### src/rtl/lsu_dmem.sv
// Load/store unit in front of a byte-masked, word-addressed, single-port data memory.
// One request at a time; accesses that straddle a word boundary become two word accesses.
module lsu_dmem #(
  parameter int ADDR_W = 8
) (
  input  logic              clk,
  input  logic              rst,
  input  logic              i_req_valid,
  output logic              o_req_ready,
  input  logic              i_req_we,
  input  logic [1:0]        i_req_size,
  input  logic              i_req_unsigned,
  input  logic [ADDR_W+1:0] i_req_addr,
  input  logic [31:0]       i_req_wdata,
  output logic              o_rsp_valid,
  output logic [31:0]       o_rsp_rdata,
  output logic              o_rsp_split,
  output logic              o_mem_we,
  output logic [3:0]        o_mem_mask,
  output logic [ADDR_W-1:0] o_mem_addr,
  output logic [31:0]       o_mem_data,
  input  logic [31:0]       i_mem_data
);

  typedef enum logic [2:0] {
    IDLE,
    A0,
    D0,
    D1,
    RESP
  } state_t;

  state_t state_reg;

  // Request context captured at acceptance; only what the later states still need.
  logic              we_reg;
  logic [1:0]        size_reg;
  logic              unsigned_reg;
  logic [1:0]        off_reg;
  logic              split_reg;
  logic [ADDR_W-1:0] w1_reg;
  logic [3:0]        mask1_reg;
  logic [31:0]       data1_reg;
  logic [31:0]       lo_reg;

  function automatic logic [7:0] byte_mask8(input logic [1:0] size, input logic [1:0] off);
    logic [7:0] smask;
    case (size)
      2'd0:    smask = 8'h01;
      2'd1:    smask = 8'h03;
      default: smask = 8'h0F;
    endcase
    return smask << off;
  endfunction

  function automatic logic [63:0] align64(input logic [31:0] wdata, input logic [1:0] off);
    return {32'b0, wdata} << {off, 3'b000};
  endfunction

  function automatic logic is_split(input logic [1:0] size, input logic [1:0] off);
    return (size == 2'd1 && off == 2'd3) || (size[1] && off != 2'd0);
  endfunction

  // hi is passed as zero for unsplit accesses, so the same shift serves both cases.
  function automatic logic [31:0] extract(input logic [31:0] hi, input logic [31:0] lo,
                                          input logic [1:0] off, input logic [1:0] size,
                                          input logic uns);
    logic [31:0] r;
    r = 32'({hi, lo} >> {off, 3'b000});
    case (size)
      2'd0:    return uns ? {24'b0, r[7:0]}  : {{24{r[7]}}, r[7:0]};
      2'd1:    return uns ? {16'b0, r[15:0]} : {{16{r[15]}}, r[15:0]};
      default: return r;
    endcase
  endfunction

  logic [1:0]        req_off;
  logic [ADDR_W-1:0] req_w0;
  logic [7:0]        req_m8;
  logic [63:0]       req_s64;

  assign req_off = i_req_addr[1:0];
  assign req_w0  = i_req_addr[ADDR_W+1:2];
  assign req_m8  = byte_mask8(i_req_size, req_off);
  assign req_s64 = align64(i_req_wdata, req_off);

  always_ff @(posedge clk) begin
    if (rst) begin
      state_reg    <= IDLE;
      o_req_ready  <= 1'b1;
      o_rsp_valid  <= 1'b0;
      o_rsp_rdata  <= 32'b0;
      o_rsp_split  <= 1'b0;
      o_mem_we     <= 1'b0;
      o_mem_mask   <= 4'b0;
      o_mem_addr   <= '0;
      o_mem_data   <= 32'b0;
      we_reg       <= 1'b0;
      size_reg     <= 2'b0;
      unsigned_reg <= 1'b0;
      off_reg      <= 2'b0;
      split_reg    <= 1'b0;
      w1_reg       <= '0;
      mask1_reg    <= 4'b0;
      data1_reg    <= 32'b0;
      lo_reg       <= 32'b0;
    end else begin
      case (state_reg)
        IDLE: begin
          if (i_req_valid) begin
            we_reg       <= i_req_we;
            size_reg     <= i_req_size;
            unsigned_reg <= i_req_unsigned;
            off_reg      <= req_off;
            split_reg    <= is_split(i_req_size, req_off);
            w1_reg       <= req_w0 + ADDR_W'(1);
            mask1_reg    <= req_m8[7:4];
            data1_reg    <= i_req_we ? req_s64[63:32] : 32'b0;
            o_req_ready  <= 1'b0;
            o_mem_addr   <= req_w0;
            o_mem_mask   <= req_m8[3:0];
            o_mem_we     <= i_req_we;
            o_mem_data   <= i_req_we ? req_s64[31:0] : 32'b0;
            state_reg    <= A0;
          end
        end
        A0: begin
          // The outputs registered here are what the memory sees during D0.
          if (split_reg) begin
            o_mem_addr <= w1_reg;
            o_mem_mask <= mask1_reg;
            o_mem_we   <= we_reg;
            o_mem_data <= data1_reg;
          end else begin
            o_mem_addr <= '0;
            o_mem_mask <= 4'b0;
            o_mem_we   <= 1'b0;
            o_mem_data <= 32'b0;
          end
          state_reg <= D0;
        end
        D0: begin
          if (!we_reg) begin
            lo_reg <= i_mem_data;
          end
          o_mem_addr <= '0;
          o_mem_mask <= 4'b0;
          o_mem_we   <= 1'b0;
          o_mem_data <= 32'b0;
          if (split_reg) begin
            state_reg <= D1;
          end else begin
            o_rsp_valid <= 1'b1;
            o_rsp_split <= 1'b0;
            o_rsp_rdata <= we_reg ? 32'b0
                                  : extract(32'b0, i_mem_data, off_reg, size_reg, unsigned_reg);
            state_reg   <= RESP;
          end
        end
        D1: begin
          o_rsp_valid <= 1'b1;
          o_rsp_split <= 1'b1;
          o_rsp_rdata <= we_reg ? 32'b0
                                : extract(i_mem_data, lo_reg, off_reg, size_reg, unsigned_reg);
          state_reg   <= RESP;
        end
        RESP: begin
          o_rsp_valid <= 1'b0;
          o_rsp_rdata <= 32'b0;
          o_rsp_split <= 1'b0;
          o_req_ready <= 1'b1;
          state_reg   <= IDLE;
        end
        default: begin
          o_req_ready <= 1'b1;
          state_reg   <= IDLE;
        end
      endcase
    end
  end

endmodule

### config.mk
export PLATFORM = sky130hd
export DESIGN_NAME = lsu_dmem
export DESIGN_NICKNAME = d
export VERILOG_FILES = /design/src/rtl/lsu_dmem.sv
export SDC_FILE = /design/constraint.sdc
export NUM_CORES = 1
export LEC_CHECK = 0
export ABC_AREA = 1
export CORE_ASPECT_RATIO = 0.5
export CORE_MARGIN = 3
export CORE_UTILIZATION = 25
export CTS_CLUSTER_DIAMETER = 60
export CTS_CLUSTER_SIZE = 14
export DETAILED_ROUTE_END_ITERATION = 6
export GPL_ROUTABILITY_DRIVEN = 0
export GPL_TIMING_DRIVEN = 1
export HOLD_SLACK_MARGIN = 0.08
export PLACE_DENSITY_LB_ADDON = 0.2
export SETUP_SLACK_MARGIN = 0.2
export SYNTH_ARGS = -nofsm -noshare
export SYNTH_HDL_FRONTEND = slang
export SYNTH_SLANG_ARGS = --single-unit
### constraint.sdc
create_clock -name clk -period 2.1 [get_ports clk]
set_input_delay 0.525 -clock clk [delete_from_list [all_inputs] [get_ports clk]]
set_output_delay 0.525 -clock clk [all_outputs]
set_load 0.02 [all_outputs]
# After elaboration in Yosys (flattened, before gate mapping)
# Cells that the tools add are included.
dict set report totals {
  input_bits 81
  out_inout_bits 80
  word_cells 83
  regBits 166
}
dict set report op_classes {
  reduce_logical 15
  mux 34
  bitwise 2
  addsub 1
  n_shift 4
  eq_ne 9
}
# op count
set ops {}
lappend ops {{2-to-1 mux 32 bit} 11}
lappend ops {{one-hot mux 32 bit (3 select lines)} 2}
lappend ops {{one-hot mux 32 bit (2 select lines)} 2}
lappend ops {{<< shifter 32 x 5 -> 64 bit} 1}
lappend ops {{right shift 64 x 5 -> 32 bit} 1}
lappend ops {{right shift 32 x 5 -> 32 bit} 1}
lappend ops {{one-hot mux 8 bit (3 select lines)} 1}
lappend ops {{2-to-1 mux 8 bit} 2}
lappend ops {{one-hot mux 3 bit (4 select lines)} 1}
lappend ops {{one-hot mux 4 bit (3 select lines)} 1}
lappend ops {{AND reduction 2 bit} 5}
lappend ops {{one-hot mux 1 bit (3 select lines)} 3}
lappend ops {{adder 8 x 1 -> 8 bit, second input constant} 1}
lappend ops {{2-to-1 mux 4 bit} 2}
lappend ops {{one-hot mux 4 bit (2 select lines)} 1}
lappend ops {{<< shifter 8 x 2 -> 8 bit} 1}
lappend ops {{equality test 3 x 2 -> 1 bit, second input constant} 2}
lappend ops {{2-to-1 mux 3 bit} 2}
lappend ops {{nonzero test 3 bit} 2}
lappend ops {{2-to-1 mux 1 bit} 5}
lappend ops {{equality test 2 x 1 -> 1 bit, second input constant} 2}
lappend ops {{logical NOT 2 bit} 2}
lappend ops {{!= test 2 bit, second input constant} 2}
lappend ops {{equality test 3 x 1 -> 1 bit, second input constant} 1}
lappend ops {{9 further kinds} 11}

# Longest topological paths before layout
dict set report logic_depth {
  ltp_word 6
  depth_mapped 11
  depth_no_buf 11
}

# Worst setup path after synthesis
# OpenSTA, ideal clock, no wires.
dict set report synth_timing {
  kind {input port to flip-flop}
  from {input port i_req_addr[0]}
  to {register data1_reg[20]}
  arrival_ns 1.578
  cell_stages 6
  slack_ns 0.452
  setup_ns 0.070
  required_ns 2.030
  n_path_buf 2
  path_cell_list {buf_2 > clkinv_1 > buf_2 > nor2_1 > nand3_1 > a21oi_1}
}
dict set report synth_between {
  elab_chain_len 2
}
# item line
set synth_rtl {}
lappend synth_rtl {{from (decl)} 13} ;# input logic [ADDR_W+1:0] i_req_addr,
lappend synth_rtl {{<< shifter 32 x 5 -> 64 bit} 57} ;# return {32'b0, wdata} << {off, 3'b000};
lappend synth_rtl {{2-to-1 mux 32 bit} 118} ;# data1_reg <= i_req_we ? req_s64[63:32] : 32'b0;
lappend synth_rtl {{to (signal assigned)} 118}
lappend synth_rtl {{to (decl)} 43} ;# logic [31:0] data1_reg;
# No other way between the ends.
# A chain may end at the register's enable or synchronous reset.

# Worst setup path in the final report
dict set report layout_timing {
  from {register o_mem_data[31]}
  to {output port o_mem_data[31]}
}
# item line
set layout_lines {}
lappend layout_lines {{from (decl)} 21} ;# output logic [31:0] o_mem_data,
lappend layout_lines {{from (signal assigned)} 123} ;# o_mem_data <= i_req_we ? req_s64[31:0] : 32'b0;
lappend layout_lines {{from (signal assigned)} 133} ;# o_mem_data <= data1_reg;
# No word-level cell between the ends.

==> flow_summary.yaml <==
timing:
  clock_skew_ns: 0.00975
  holdWs_ns: 0.457
  fin_crit_ns: 1.81
  grt_setup_unrepaired: "false"
  finalSetupViolCount: 0
  fmax_mhz: 552
  hold_violations: 0
  max_slew_margin_pct: 52.1
  drv_slew: 0
  tightest_slew_ns: 0.718
  layout_worst_path_cycle_share_pct: 86.3
setup_path:
  arrival_ns: 1.29
  cpPeakStageDelay_ns: 0.44
  worst-setup-path-type: "reg2out"
  path_depth: 1
  r2r-start: "size_reg[1]"
  crit_path_start: "o_mem_data[31]"
  start_kind: "flip-flop"
  r2r_cells: 8
  path_cells: "dlygate4sd2_1"
  crit_required_ns: 1.57
  critical-path-top-delay-family: "flip-flops"
  r2r_slack_ns: 0.31
  critPathCaptureType: "output port"
  path_buf_inv: 1
  crit_path_end: "o_mem_data[31]"
  crit_slowest_cell: "dfxtp_1"
  path_max_fanout: 2
  r2r_end: "o_rsp_rdata[19]"
floorplanning:
  pin_count: 161
  start_util_pct: 25.7
  die_area_um2: 36800
  core_um2: 33500
  num_rows: 47
  die_w_um: 268
  die_h_um: 137
logic_synthesis:
  yosysTopAreaCell: "dfxtp_1"
  synthSimpleGateAreaFrac_pct: 32.4
  yosysUniqueCellTypes: 32
  synth_top_family_by_area: "simple AND/OR/NAND/NOR gates"
  synthAdderAreaFrac_pct: 0.145
  synthArstFlopShare_pct: 0
  syn-cell-area_um2: 8600
  yosys_warnings: 0
  synth_compound_area_share_pct: 21.2
  ys_ff_latch: 157
  synth_edf_count: 0
  synth_ff_type: "dfxtp_1"
  synthTopCellsByCount: "nand2_1 (383), a21oi_1 (189), nand3_1 (175)"
  synthTopCellsByArea: "dfxtp_1 (37%), nand2_1 (17%), a21oi_1 (11%)"
  seq_area_frac_synth_pct: 36.5
  syn_nets: 1457
  synth_xor_area_share_pct: 0.611
  post-synth-top-count-cell: "nand2_1"
  avgSynthCellArea_um2: 6.26
  synthMuxAreaShare_pct: 0
  synth_cells: 1375
  synth_top_area_share_pct: 36.5
detailed_routing:
  wl_met3_um: 1500
  ant_nets: 0
  wl_met1_um: 15900
  drtPass1Iterations: 6
  top_layer: "met5"
  drt_iter0_markers: 877
  avgViaCountPerCell: 4.81
  routed_wl_um: 34000
  dr_wl_met2_um: 15900
  wl_per_cell_um: 17.2
  num_vias: 9486
  drcViolationCount: 0
hold_path:
  hold_path_class: "reg2reg"
  worstHoldStart: "w1_reg[0]"
cts:
  root_buffer: "clkbuf_16"
  cts_htree_levels: 4
  path_clk_slew_ns: 0.08
  cts_resized: 80
  clock_path_buffers: 2
  cts_hold_buf: 0
  cts.sinks: 157
  cts_tree: "yes"
  cts_buffers: 17
  post_cts_buffers: 0
  clk_latency_ns: 0.46
global_route:
  grt_pass1_wl_um: 52400
  grtUsageTotal_pct: 18.7
  grt_max_degree: 57
  grt_pass1_vias: 8910
  grt-ovfl-total: 0
  antenna_found_initial: 1
placed_design:
  dpl.hpwl_um: 24500
  placed_area_um2: 11000
  port_buffers: 160
flow_run:
  drv_cap: 0
final_layout:
  synthToLayoutAreaGrowth_pct: 33.8
  fin_nets: 1600
  diodes: 0
  final_area_um2: 11500
  drive_gt1_share_pct: 8.16
pwr:
  total_leakage_power_nw: 5.06
  power_density_nw_per_um2: 1090
  vdd_drop_max_mv: 0.523
outcome:
  status: "completed"
[stage by stage]
step	setup slack (ns)	total power, mW	util, %	TNS [ns]	std cells
3_3_place_gp	-0.0373	9.76	32.9	-0.0903	1940
5_1_grt	0.212	13.3	34.4	0	1972
4_1_cts	0.261	12.6	34.3	0	1972
2_1_floorplan	0.452	7.16	-	0	1375
3_5_place_dp	-0.0185	9.72	32.9	-0.0390	1940
6_report	0.287	12.5	34.4	0	1972
[worst min-delay path by stage]
stage               depth (start not counted)        end
floorplan                                   2  w1_reg[0]
global placement                            2  w1_reg[0]
detailed placement                          2  w1_reg[0]
CTS                                         2  w1_reg[0]
global route                                2  lo_reg[4]
finish                                      2  w1_reg[0]
[report_power, final]
part	switching (mW)	internal (mW)	total, mW
Sequential	0.377	3.62	4.00
Clock	1.51	1.71	3.23
Combinational	3.40	1.87	5.28
[logic make-up after synthesis]
logic type / count (synthesis)
AO/OA/AOI/OAI: 355
XOR/XNOR: 6
adder cells (fa/ha/maj): 1
buffers and inverters: 193
flip-flops: 157
AND/OR/NAND/NOR: 663
[routing by layer]
metal  track usage, %  up-vias
met1             25.0     4405
met3             3.57       35
li1                 -     4825
met4             4.90        2
met2             30.8      219
met5                0        -
[placed cells by master, fill, tap and decap left out, types with 2 or more instances in the layout]
cell             count
nand2_1            383
a21oi_1            189
nand3_1            175
dfxtp_1            156
o21ai_0            143
nor2_1              85
dlygate4sd2_1       80
inv_1               79
clkdlybuf4s50_1     79
buf_4               47
clkbuf_16           17
buf_12              16
inv_2               10
a31oi_1              7
nand3_2              5
xor2_1               5
o21bai_1             5
inv_8                5
nand2_2              4
nor3_1               4
clkinv_4             4
o211ai_1             3
o22ai_1              3
o21ai_1              3
nor2_2               2
nor2_4               2
clkinv_1             2
clkinvlp_4           2
inv_6                2
buf_6                2
[cell type report]
class,count,area (um2)
clock buffers,18,439
clock inverters,14,151
fillers,3651,22000
inverters,92,349
multi-input cells,1025,4680
flip-flops and latches,157,3140
well taps,441,552
repair buffers,225,2190
Note: power is estimated with default switching activity, not from simulation.
